File: config.mk
export PLATFORM = sky130hd
export DESIGN_NAME = seq_decoder
export DESIGN_NICKNAME = d
export VERILOG_FILES = /design/src/rtl/seq_decoder_pkg.sv /design/src/rtl/seq_decoder_onehot_dec.sv /design/src/rtl/seq_decoder.sv
export SDC_FILE = /design/constraint.sdc
export NUM_CORES = 1
export LEC_CHECK = 0
export BUFFER_PORTS_ARGS = -buffer_cell sky130_fd_sc_hd__buf_4
export CORE_AREA = 2 2 39 41
export DETAILED_ROUTE_END_ITERATION = 10
export DIE_AREA = 0 0 41 43
export GPL_TIMING_DRIVEN = 0
export PLACE_DENSITY = 0.76
export SLEW_MARGIN = 20
export SYNTH_ARGS = -nofsm -noshare
export SYNTH_HDL_FRONTEND = slang
export SYNTH_HIERARCHICAL = 1
export SYNTH_SLANG_ARGS = --single-unit
File: constraint.sdc
create_clock -name clk -period 4 [get_ports clk]
set_clock_uncertainty 0.05 [all_clocks]
set_input_delay 1 -clock clk [delete_from_list [all_inputs] [get_ports clk]]
set_output_delay 1 -clock clk [all_outputs]
set_load 0.02 [all_outputs]
File: src/rtl/seq_decoder_pkg.sv
// Shared types, mode constants and one-hot helper for the sequential decoder.
package seq_decoder_pkg;

   // Widest output vector the onehot helper can produce.
   localparam int unsigned MAX_OUT = 64;

   typedef enum logic [1:0] {
      ST_IDLE  = 2'd0,
      ST_HOLD  = 2'd1,
      ST_PULSE = 2'd2
   } state_e;

   localparam logic MODE_LEVEL = 1'b0;
   localparam logic MODE_PULSE = 1'b1;

   // One-hot of sel within num_out lines; all-zero when sel is out of range.
   function automatic logic [MAX_OUT-1:0] onehot(input logic [31:0] sel,
                                                 input int unsigned num_out);
      logic [MAX_OUT-1:0] res;
      res = '0;
      if (sel < num_out) begin
         res[sel[5:0]] = 1'b1;
      end
      return res;
   endfunction

endpackage

File: src/rtl/seq_decoder_onehot_dec.sv
// Combinational SEL_W-to-NUM_OUT decoder with enable and out-of-range flag.
module onehot_dec
   import seq_decoder_pkg::*;
#(
   parameter int unsigned SEL_W   = 2,
   parameter int unsigned NUM_OUT = 4
) (
   input  logic               en,
   input  logic [SEL_W-1:0]   sel,
   output logic [NUM_OUT-1:0] dec_c,
   output logic               oor_c
);

   logic [MAX_OUT-1:0] full;

   // Decode sel into a line, gated by enable; flag indices past the last line.
   always_comb begin
      full  = onehot(32'(sel), NUM_OUT);
      oor_c = (32'(sel) >= NUM_OUT);
      dec_c = en ? full[NUM_OUT-1:0] : '0;
   end

endmodule

File: src/rtl/seq_decoder.sv
// Registered one-hot decoder with valid/ready commands, LEVEL and PULSE modes.
module seq_decoder
   import seq_decoder_pkg::*;
#(
   parameter int unsigned SEL_W     = 2,
   parameter int unsigned NUM_OUT   = 4,
   parameter int unsigned PULSE_LEN = 4
) (
   input  logic               clk,
   input  logic               rst_n,
   input  logic               clr,
   input  logic               cmd_valid,
   output logic               cmd_ready,
   input  logic               en,
   input  logic [SEL_W-1:0]   sel,
   input  logic               mode,
   output logic [NUM_OUT-1:0] dec_out,
   output logic               busy,
   output logic               err
);

   localparam int unsigned CNT_W = $clog2(PULSE_LEN + 1);

   state_e             state_q, state_d;
   logic [CNT_W-1:0]   cnt_q, cnt_d;
   logic [NUM_OUT-1:0] dec_q, dec_d;
   logic               busy_q, busy_d;
   logic               err_q, err_d;
   logic [NUM_OUT-1:0] dec_c;
   logic               oor_c;
   logic               accept;

   onehot_dec #(
      .SEL_W   (SEL_W),
      .NUM_OUT (NUM_OUT)
   ) u_dec (
      .en    (en),
      .sel   (sel),
      .dec_c (dec_c),
      .oor_c (oor_c)
   );

   // Ready depends on state alone so it never loops back from cmd_valid.
   assign cmd_ready = (state_q != ST_PULSE);
   assign accept    = cmd_valid && cmd_ready;

   // Next-state: clr beats commands; commands beat the pulse countdown.
   always_comb begin
      state_d = state_q;
      cnt_d   = cnt_q;
      dec_d   = dec_q;
      err_d   = 1'b0;
      if (clr) begin
         state_d = ST_IDLE;
         cnt_d   = '0;
         dec_d   = '0;
      end else if (accept) begin
         if (!en) begin
            state_d = ST_IDLE;
            cnt_d   = '0;
            dec_d   = '0;
         end else if (oor_c) begin
            err_d = 1'b1;
         end else if (mode == MODE_LEVEL) begin
            state_d = ST_HOLD;
            cnt_d   = '0;
            dec_d   = dec_c;
         end else begin
            state_d = ST_PULSE;
            cnt_d   = CNT_W'(PULSE_LEN - 1);
            dec_d   = dec_c;
         end
      end else if (state_q == ST_PULSE) begin
         if (cnt_q != '0) begin
            cnt_d = CNT_W'(cnt_q - 1'b1);
         end else begin
            state_d = ST_IDLE;
            dec_d   = '0;
         end
      end
      busy_d = |dec_d;
   end

   // State, counter and output registers.
   always_ff @(posedge clk or negedge rst_n) begin
      if (!rst_n) begin
         state_q <= ST_IDLE;
         cnt_q   <= '0;
         dec_q   <= '0;
         busy_q  <= 1'b0;
         err_q   <= 1'b0;
      end else begin
         state_q <= state_d;
         cnt_q   <= cnt_d;
         dec_q   <= dec_d;
         busy_q  <= busy_d;
         err_q   <= err_d;
      end
   end

   assign dec_out = dec_q;
   assign busy    = busy_q;
   assign err     = err_q;

endmodule

==> impl_metrics.tcl <==
set metrics [dict create \
    status "finished, final reports clean" \
    synth_cells 75 \
    finalSetupViolCount 0 \
    io_buffers 13 \
    postCtsSetupBuffers 0 \
    clockBufferDepth 2 \
    synth-edff-count 0 \
    first_pass_iters 3 \
    yosysTopAreaCell "dfrtp_1" \
    cts.clk_slew.worst_paths_ns 0.07 \
    core_sq_um 1380 \
    numCtsBuffers 3 \
    core.rowCount 14 \
    finalMaxSlewViolations 0 \
    end_kind "output port" \
    synth-seq-cells 11 \
    gr-usage-all-layers 0.191 \
    via_per_inst 5.81 \
    hp-class "reg -> reg" \
    power_leakage_nw 0.387 \
    cp-start-kind "register" \
    die_w_um 41 \
    synth_most_common_cell "dfrtp_1" \
    hold_ws_ns 0.439 \
    clock-sinks 11 \
    ys_top_cells_by_area "dfrtp_1 (40%), a31oi_1 (4.6%), nand2_1 (4.4%), ha_1 (3.7%), nand4_1 (3.7%)" \
    dp_hpwl_um 1050 \
    netlist_area_sq_um 684 \
    gp_congestion 0.814 \
    die_h_um 43 \
    avgRoutedWirePerCell_um 12.5 \
    synth_common_cells "dfrtp_1 (11), nand2_1 (8), inv_1 (6)" \
    rsz0062_at_grt "no" \
    antenna_found_initial 0 \
    ir_worst_vdd_mv 0.171 \
    arrival_ns 1.31 \
    grt_start_max_net_pins 13 \
    diodes 0 \
    overflow 0 \
    place_area_sq_um 802 \
    critPathKind "reg -> out" \
    p_clk_frac 0.285 \
    die_area_sq_um 1760 \
    ant_nets 0 \
    p_per_area_nw_per_um2 319 \
    finalInstanceArea_sq_um 828 \
    p_int_mw 0.186 \
    grt_pass1_wl_um 2280 \
    cts_tree "done" \
    power_frac_seq 0.473 \
    top_level_ports 15 \
    drt-initial-drc-count 16 \
    h-tree-depth 1 \
    yosys_warnings 6 \
    required_ns 2.95 \
    period_share 0.589 \
    synth_cell_types 34 \
    syn-num-nets 85 \
    worstHoldStart "cnt_q[0]" \
    drc 0 \
    synth_top_cell_area_share 0.402 \
    synthArstFlopShare 1.00 \
    area_growth_pct 21.0 \
    max_clock_freq_mhz 424 \
    drive_gt1_frac 0.283 \
    avgSynthCellArea_sq_um 9.13 \
    swShare 0.297 \
    final_nets 103 \
    via_count 628 \
    root_buffer "clkbuf_4" \
    combPwrFrac 0.242 \
    timing.rr.start "cnt_q[0]" \
    routed_wl_um 1350 \
    crit_start "state_q[1]" \
    postCtsHoldBufs 0 \
    synth_flop_cell "dfrtp_1" \
    insertion_delay_ns 0.27 \
    ctsResizeCount 0 \
    ys_seq_area_frac 0.402 \
    crit_fanout 10 \
    initial_core_util 0.495 \
    hold_viol 0 \
    fin_crit_ns 2.36 \
    grt_pass1_vias 542 \
    max-cap-violations 0 \
    p_switching_mw 0.0784 \
    setup_tns_ns 0 \
]
metal layers:
layer,global-route usage,up-vias,share of wire
met5,0,-,0
met4,0.100,0,0.023
met3,0.0471,5,0.037
met2,0.266,18,0.45
met1,0.263,295,0.49
li1,-,310,-
flip-flops by register name, indices dropped and copies added, names as in the netlist:
register and count:
busy 1, cnt_q 3, dec_out 4, err 1
state_q 2
layout by cell type (no fill, tap or decap), types with 2 or more instances in the layout:
cell      instances
clkbuf_1          3
ha_1              2
inv_1             6
or2_2             2
a31oi_1           5
a21oi_1           3
o21ai_0           5
and3b_1           2
nand2_1           8
nor2b_1           2
nand4_1           4
clkbuf_4          3
buf_4            14
dfrtp_1          11
nand3_1           2
final cells by class:
type                    instances  area (sq um)
plain buffers                   4          20.0
clock buffers                   4          26.3
fillers                       127           556
inverters                       6          22.5
multi-input cells              54           367
flip-flops and latches         11           275
well taps                      16          20.0
repair buffers                 13          97.6
path summary, 6_finish.rpt:
path	endpoint	slack (ns)	cells after the start
max in group asynchronous	dec_out[1]	3.24	1
min in group asynchronous	cnt_q[2]	0.50	1
min reg2reg	cnt_q[0]	0.44	1
max reg2reg	busy	2.17	6
max	cmd_ready	1.64	4
min	cnt_q[0]	0.44	1
power by group through the flow:
stage / Combinational [mW] / Sequential (mW) / Clock, mW
after floorplan: 0.0414 / 0.127 / 0
after global placement: 0.0616 / 0.127 / 0
after detailed placement: 0.0630 / 0.128 / 0
after CTS: 0.0636 / 0.125 / 0.0757
after global routing: 0.0734 / 0.126 / 0.0833
final: 0.0641 / 0.125 / 0.0753
metrics by stage:
step	util	power [mW]	setup slack, ns	instances
finish	0.599	0.264	1.64	108
floorplan	-	0.169	1.88	75
global placement	0.580	0.189	1.71	104
CTS	0.599	0.265	1.65	108
global route	0.599	0.283	1.57	108
detailed placement	0.580	0.190	1.69	104
logic make-up (layout without fill, tap and decap cells):
group,count (synthesis),in the layout,synth area share
other cells,1,1,0.00548
compound gates,20,20,0.199
fa+ha+maj,2,2,0.0366
buf+inv,10,27,0.0622
simple gates,31,31,0.294
flops,11,11,0.402
critical path, cell delays in order (launching register included):
cell	delay, ns
dfrtp_1	0.40
nor2b_4	0.15
inv_1	0.10
buf_2	0.21
buf_4	0.17
Power figures use the tool's default switching activity.
